`src/rtl/pc_pipeline_elastic.sv`:
```
// rtl/pc_pipeline_elastic.sv - multi-stage elastic pipeline register with backpressure and flush
//
// Carries a WIDTH-bit payload through DEPTH register stages, each with its
// own valid bit. Empty stages always accept, so gaps between entries close
// up while downstream stalls. A flush kills every in-flight entry at the
// next edge.
//
// Ports:
//   clk        clock, all state updates on the rising edge
//   clr        asynchronous active-low reset
//   in_data    payload from upstream
//   in_valid   upstream payload valid
//   in_ready   pipeline accepts in_data this cycle
//   out_data   data of the last stage
//   out_valid  last stage holds valid data (masked by flush)
//   out_ready  downstream accepts out_data this cycle
//   flush      synchronous kill of all in-flight entries
//   occupancy  number of valid stages

module pc_pipeline_elastic #(
  parameter int               WIDTH     = 12,
  parameter int               DEPTH     = 3,
  parameter logic [WIDTH-1:0] FLUSH_VAL = '0
) (
  input  logic                       clk,
  input  logic                       clr,
  input  logic [WIDTH-1:0]           in_data,
  input  logic                       in_valid,
  output logic                       in_ready,
  output logic [WIDTH-1:0]           out_data,
  output logic                       out_valid,
  input  logic                       out_ready,
  input  logic                       flush,
  output logic [$clog2(DEPTH+1)-1:0] occupancy
);

  localparam int OW = $clog2(DEPTH+1);

  logic [WIDTH-1:0] data_q [DEPTH];
  logic [DEPTH-1:0] valid_q;
  logic [DEPTH-1:0] rdy;
  logic [DEPTH-1:0] inc_valid;
  logic [WIDTH-1:0] inc_data [DEPTH];
  logic             accept;

  // A stage can load when downstream drains or any stage between it and the
  // output is empty. Writing the chain as a reduction over the valid bits
  // keeps it free of bit-to-bit combinational feedback inside rdy.
  generate
    for (genvar g = 0; g < DEPTH; g++) begin : g_rdy
      assign rdy[g] = out_ready | ~(&valid_q[DEPTH-1:g]);
    end
  endgenerate

  assign in_ready = rdy[0] & ~flush;
  assign accept   = in_valid & in_ready;

  assign inc_valid[0] = accept;
  assign inc_data[0]  = in_data;

  generate
    for (genvar g = 1; g < DEPTH; g++) begin : g_chain
      assign inc_valid[g] = valid_q[g-1];
      assign inc_data[g]  = data_q[g-1];
    end
  endgenerate

  always_ff @(posedge clk or negedge clr) begin
    if (!clr) begin
      valid_q <= '0;
      for (int i = 0; i < DEPTH; i++) data_q[i] <= FLUSH_VAL;
    end else if (flush) begin
      valid_q <= '0;
      for (int i = 0; i < DEPTH; i++) data_q[i] <= FLUSH_VAL;
    end else begin
      for (int i = 0; i < DEPTH; i++) begin
        if (rdy[i]) begin
          valid_q[i] <= inc_valid[i];
          // Bubbles moving in leave the old payload in place.
          if (inc_valid[i]) data_q[i] <= inc_data[i];
        end
      end
    end
  end

  assign out_valid = valid_q[DEPTH-1] & ~flush;
  assign out_data  = data_q[DEPTH-1];

  always_comb begin
    occupancy = '0;
    for (int i = 0; i < DEPTH; i++) occupancy = occupancy + OW'(valid_q[i]);
  end

endmodule
```
`config.mk`:
```
export PLATFORM = sky130hd
export DESIGN_NAME = pc_pipeline_elastic
export DESIGN_NICKNAME = d
export VERILOG_FILES = /design/src/rtl/pc_pipeline_elastic.sv
export SDC_FILE = /design/constraint.sdc
export NUM_CORES = 1
export LEC_CHECK = 0
export ABC_AREA = 1
export CORE_ASPECT_RATIO = 0.9
export CORE_MARGIN = 1
export CORE_UTILIZATION = 35
export CTS_CLUSTER_DIAMETER = 50
export CTS_CLUSTER_SIZE = 40
export DETAILED_ROUTE_END_ITERATION = 16
export GPL_ROUTABILITY_DRIVEN = 0
export MAX_ROUTING_LAYER = met4
export PLACE_DENSITY_LB_ADDON = 0.2
export SYNTH_ARGS = -nofsm -noshare
export SYNTH_HDL_FRONTEND = slang
export SYNTH_SLANG_ARGS = --single-unit
```
`constraint.sdc`:
```
create_clock -name clk -period 2 [get_ports clk]
set_input_delay 0.4 -clock clk [delete_from_list [all_inputs] [get_ports clk]]
set_output_delay 0.4 -clock clk [all_outputs]
set_load 0.01 [all_outputs]
```
==> results.md, run 1 <==
* Final ANT Viol Nets at 0
* YS warnings at 0
* Cell Chain, Critical Path: fa_1 > dlygate4sd2_1
* Crit Path Category: reg2out
* Crit-path slowest cell: fa_1
* Hold buffer count at CTS at 0
* Syn_nets at between 200 and 250
* Crit end category: output pin
* Initial DRT Pass Iterations at 4
* Synthesis-stage register bit count at 39
* Cell taking the most area after synthesis: dfrtp_1
* Nature of the critical path startpoint: flip-flop
* Port bufs at 32
* DR WL/cell at 10.1 um
* Pwr dens at between 600 and 700 nW/um^2
* Max FO, Critical Path at 2
* Tot GR Track Use at 14.3%
* Nets at about 270
* CTS Buf Count at 5
* Register area share after synthesis at between 50% and 60%
* Horiz. Die Dim at about 77 um
* RSZ-0062 raised after global routing: no
* Non-Filler Instances at approximately 310
* Clock Path Buffers at 2
* Final hold violation count at 0
* VDD IR max at 237 uV
* Die height at around 70 um
* Synth-to-layout area growth at 23.5%
* Netlist cell types at 17
* Synth area leaders: dfrtp_1 (54%), nand2_1 (19%), nand3_1 (7.3%)
* Hold Path Class: in2async
* Mapped Area at 1790 sq um
* Ratio of cells with drive above 1 in the final layout at between 10% and 20%
* Pin count of the biggest net entering global routing at 40
* Vias/cell at around 4.2
* Setup-failing EPs final at 0
* Most common cell after layout, fill and taps aside: nand2_1
* First-pass GRT wire length at 5730 um
* Core area at roughly 4900 sq um
* I/O Pins at 33
* Fmax achieved at around 0.54 GHz
* Antenna Cells at 0
* Vias in the first global route at ~1200
* Worst-skew pair later-pin latency at approximately 280 ps
* Max-Slew Margin vs Limit at between 60% and 70%
* DR iter-0 viols at 46
* Syn_area_per_cell at slightly above 8 sq um
* CTS clk-pin slew, worst paths at about 70 ps
* Most frequent cells in the layout: nand2_1 (89), dfrtp_1 (38), clkdlybuf4s50_1 (27), nand3_1 (26), inv_1 (14)
* Maxcap violations at 0
* Final Critical Period at around 1900 ps
* Worst EP required at 1600 ps
* H-tree levels at 2
* Worst-Margin Slew at slightly above 500 ps
* Via count at between 1000 and 1500
* Outcome: complete, no violations
* Initial antenna violation count at 0
* Fin crit share at roughly 93%
* Worst hold slack at 154 ps
* Inst Count DP at 304
* Drt total wl at ~3200 um
* Fillers at slightly above 500
* Final slew viol count at 0
* Gr ovfl total at 0
* P_leak at around 1.2 nW
* Clk sinks at 39
* CP max stage delay at about 520 ps
* Post-DP HPWL at about 2200 um
* Die area at about 5400 sq um
* Post-synth top area share at a little over half
* Initial Util at between 30 and 40%
* Cell Rows at 24
* Clk root buf: clkbuf_8
* WP data arrival at 1470 ps
* CTS tree: built
* Syn Inst Count at roughly 220
* # DRC at 0
* Final Skew at 2.41 ps
==> per-layer routing <==
layer / track usage [%] / part of all wire (%)
met3: 2.75 / 3.5
met5: - / 0
met1: 20.1 / 52
met4: 8.18 / 2.2
met2: 19.0 / 42
==> flip-flops by register name, summed over array words and instances, names as in the netlist <==
name	count
out_data	12
data_q	24
valid_q	3
==> per-stage QoR <==
step                      worst slack (ps)  setup TNS (ps)  power, W  instance area, sq um  util, %
final                                  134               0   0.00149                  2210     45.2
after global routing                  77.0               0   0.00157                  2210     45.2
after CTS                             7.65               0   0.00151                  2200     45.0
after detailed placement              -108           -1700   0.00101                  2120     43.3
after global placement               -77.6           -1500   0.00101                  2120     43.3
after floorplan                        595               0  0.000927                  1790        -
==> Yosys cell counts, drive strengths merged <==
| cell | number |
|---|---|
| o21ai | 2 |
| fa | 1 |
| nor2 | 15 |
| inv | 18 |
| clkbuf | 2 |
| a21oi | 3 |
| nand2 | 92 |
| buf | 20 |
| dfrtp | 39 |
| nand3 | 26 |
==> critical path: cells and delay by family, from the launching register on <==
family     cells  cell delay [ps]
buf+inv        1              260
fa+ha+maj      1              520
flops          1              400
==> where the power goes <==
part           internal [W]  switching [W]  total, W
combinational     0.0000692      0.0000826  0.000152
clock              0.000245       0.000258  0.000502
sequential         0.000818      0.0000173  0.000835
==> final cells by class <==
type                    count  area (sq um)  share of cell area [%]
flip-flops and latches     39           977                    44.2
multi-input cells         139           598                    27.0
repair buffers             44           404                    18.3
well taps                  65          81.3                    3.68
clock buffers               7          76.3                    3.45
inverters                  18          70.1                    3.17
clock inverters             1          5.00                   0.226
==> final timing paths <==
kind	startpoint	end	slack, ps	depth (start not counted)
max	valid_q[0]	occupancy[0]	130	2
min	clr	out_data[5]	150	2
max reg2reg	valid_q[1]	data_q[13]	550	7
min reg2reg	out_data[0]	out_data[0]	470	2
max in group asynchronous	clr	valid_q[2]	1480	2
min in group clk	out_data[0]	out_data[0]	470	2
==> kinds of logic after synthesis <==
kind of cell               count (synthesis)  synth area share (%)
and+or+nand+nor                          133                  30.7
buffers and inverters                     40                  12.4
DFF                                       39                  54.5
AOI/OAI and AO/OA                          5                  1.40
adders and majority gates                  1                  1.12
==> what timing repair did <==
action | 4_1_cts | 5_1_grt
pin swaps | 0 | 0
resized for setup | 3 | 3
buffers inserted | 1 | 0
setup endpoints to repair | 4 | 5
(Power assumes the default switching activity.)
==> run 2, diff against run 1 <==
--- a/config.mk
+++ b/config.mk
@@ -9,6 +9,7 @@
 export CORE_ASPECT_RATIO = 0.9
 export CORE_MARGIN = 1
 export CORE_UTILIZATION = 35
+export CTS_BUF_LIST = sky130_fd_sc_hd__clkbuf_8
 export CTS_CLUSTER_DIAMETER = 50
 export CTS_CLUSTER_SIZE = 40
 export DETAILED_ROUTE_END_ITERATION = 16
==> run 2 against run 1 <==
Worst hold slack lost 0.80 ps. Largest cell class unchanged. Wire length is 0.16% higher. First-iteration DRC count up 2.2%. Critical path depth is the same. Maximum frequency is essentially flat. Critical path type unchanged. Critical endpoint unchanged. Largest power group unchanged.
==> results.md, run 2 (synthesis gave the netlist of run 1 again) <==
* Outcome: complete, no violations
* Nets at 265 (unchanged)
* Vias/cell at 4.22 (-0.60%)
* Worst-skew pair later-pin latency at 280 ps (about the same)
* Final Critical Period at 1870 ps (+0.825 ps)
* Crit Path Category: reg2out
* Ratio of cells with drive above 1 in the final layout at 12.1% (unchanged)
* Flop pwr share at 56.4% (+0.3 points)
* WP data arrival at 1470 ps (about the same)
* Initial Util at 36.6% (unchanged)
* Routed length on met3 at 97 um (-13%)
* Worst hold slack at 153 ps (-0.797 ps)
* Psw at 0.000359 W (+0.31%)
* # DRC at 0 (unchanged)
* Clk sinks at 39 (unchanged)
* Tot GR Track Use at 14.3% (unchanged)
* Via count at 1322 (-0.60%)
* Non-Filler Instances at 313 (unchanged)
* CTS clk-pin slew, worst paths at 70 ps (about the same)
* Core area at 4890 sq um (unchanged)
* Final ANT Viol Nets at 0 (unchanged)
* Gr ovfl total at 0 (unchanged)
* DR iter-0 viols at 47 (+2.2%)
* Switching Share at 24.2% (+0.22 points)
* Fmax achieved at 0.536 GHz (about the same)
* Largest register FFs at 24 (unchanged)
* Initial antenna violation count at 0 (unchanged)
* Horiz. Die Dim at 77.4 um (unchanged)
* Clk pwr share at 33.3% (-0.4 points)
* Worst EP required at 1600 ps (about the same)
* Utilization after layout at 45.2% (unchanged)
* Clk root buf: clkbuf_8
* Most common cell after layout, fill and taps aside: nand2_1
* RSZ-0062 raised after global routing: no
* Setup-failing EPs final at 0 (unchanged)
* DR top layer: met4
* Worst-case reg-to-reg path depth at 7 (unchanged)
* Clock Path Buffers at 2 (unchanged)
* Logic pwr share at 10.3% (about the same)
* CTS tree: built
* Synth-to-layout area growth at 23.5% (unchanged)
* CTS Buf Count at 5 (unchanged)
* Final hold violation count at 0 (unchanged)
* Initial DRT Pass Iterations at 4 (unchanged)
* Die height at 69.9 um (unchanged)
* First-pass GRT wire length at 5730 um (unchanged)
* Maxcap violations at 0 (unchanged)
* DRT met1 WL at 1660 um (+1.3%)
* Vias in the first global route at 1236 (unchanged)
* Final Skew at 2.47 ps (+0.0578 ps)
* Crit end category: output pin
* Setup TNS at 0 ps (unchanged)
* Final slew viol count at 0 (unchanged)
* Nature of the critical path startpoint: flip-flop
* Fin crit share at 93.4% (about the same)
* P_int at 0.00112 W (-0.91%)
* I/O Pins at 33 (unchanged)
* VDD IR max at 238 uV (+0.54%)
* P_leak at 1.23 nW (+0.68%)
* Die area at 5410 sq um (unchanged)
* Inst Count DP at 304 (unchanged)
* Drt total wl at 3160 um (+0.16%)
* H-tree levels at 2 (unchanged)
* Pwr dens at 669 nW/um^2 (-0.62%)
* Wire length on met2 at 1320 um (-1.0%)
* Max-Slew Margin vs Limit at 66.2% (about the same)
* Cell Rows at 24 (unchanged)
* Hold Path Class: in2async
* Largest Register: data_q
* Most frequent cells in the layout: nand2_1 (89), dfrtp_1 (38), clkdlybuf4s50_1 (27), nand3_1 (26), inv_1 (16)
* Max FO, Critical Path at 2 (unchanged)
* DR WL/cell at 10.1 um (+0.16%)
* Port bufs at 32 (unchanged)
* Pin count of the biggest net entering global routing at 40 (unchanged)
* Worst-Margin Slew at 507 ps (-0.376 ps)
* Post-DP HPWL at 2230 um (unchanged)
* Antenna Cells at 0 (unchanged)
-- run 2: per-layer routing --
layer | up-vias | track usage (%)
met3 | 7 | 2.75
met5 | - | -
met2 | 28 | 19.0
li1 | 708 | -
met4 | 0 | 8.18
met1 | 579 | 20.1
-- run 2: final cells by class --
class / count / area (sq um)
Clock inverter: 3 / 12.5
Inverter: 18 / 70.1
Fill cell: 513 / 2680
Sequential cell: 39 / 977
Multi-Input combinational cell: 139 / 598
Tap cell: 65 / 81.3
Clock buffer: 5 / 68.8
Timing Repair Buffer: 44 / 404
-- run 2: worst paths after layout --
kind | startpoint | endpoint | slack, ps
min in group clk | out_data[0] | out_data[0] | 470
setup / recovery | valid_q[0] | occupancy[0] | 130
setup reg to reg | valid_q[1] | data_q[13] | 550
max in group asynchronous | clr | valid_q[2] | 1480
hold reg to reg | out_data[0] | out_data[0] | 470
hold / removal | clr | out_data[5] | 150
-- run 2: repair_timing --
item,4_1_cts,5_1_grt
hold buffers,0,0
resized for setup,3,3
endpoints found under the setup margin,4,5
buffers inserted,1,0
-- run 2: worst max-delay path: stages (launching register included) --
cell           delay [ps]
dfrtp_1               400
fa_1                  520
dlygate4sd2_1         260
-- run 2: power groups by stage --
stage               clock network [W]  registers [W]  logic (W)
floorplan                           0       0.000847  0.0000803
global placement                    0       0.000851   0.000155
detailed placement                  0       0.000851   0.000157
CTS                          0.000512       0.000835   0.000155
global route                 0.000551       0.000838   0.000174
finish                       0.000493       0.000835   0.000152
-- run 2: per-stage QoR --
| step | setup slack, ps | instance area [sq um] | total power [W] |
|---|---|---|---|
| floorplan | 595 | 1790 | 0.000927 |
| global placement | -77.6 | 2120 | 0.00101 |
| detailed placement | -108 | 2120 | 0.00101 |
| CTS | 7.65 | 2200 | 0.00150 |
| global route | 77.0 | 2210 | 0.00156 |
| finish | 133 | 2210 | 0.00148 |
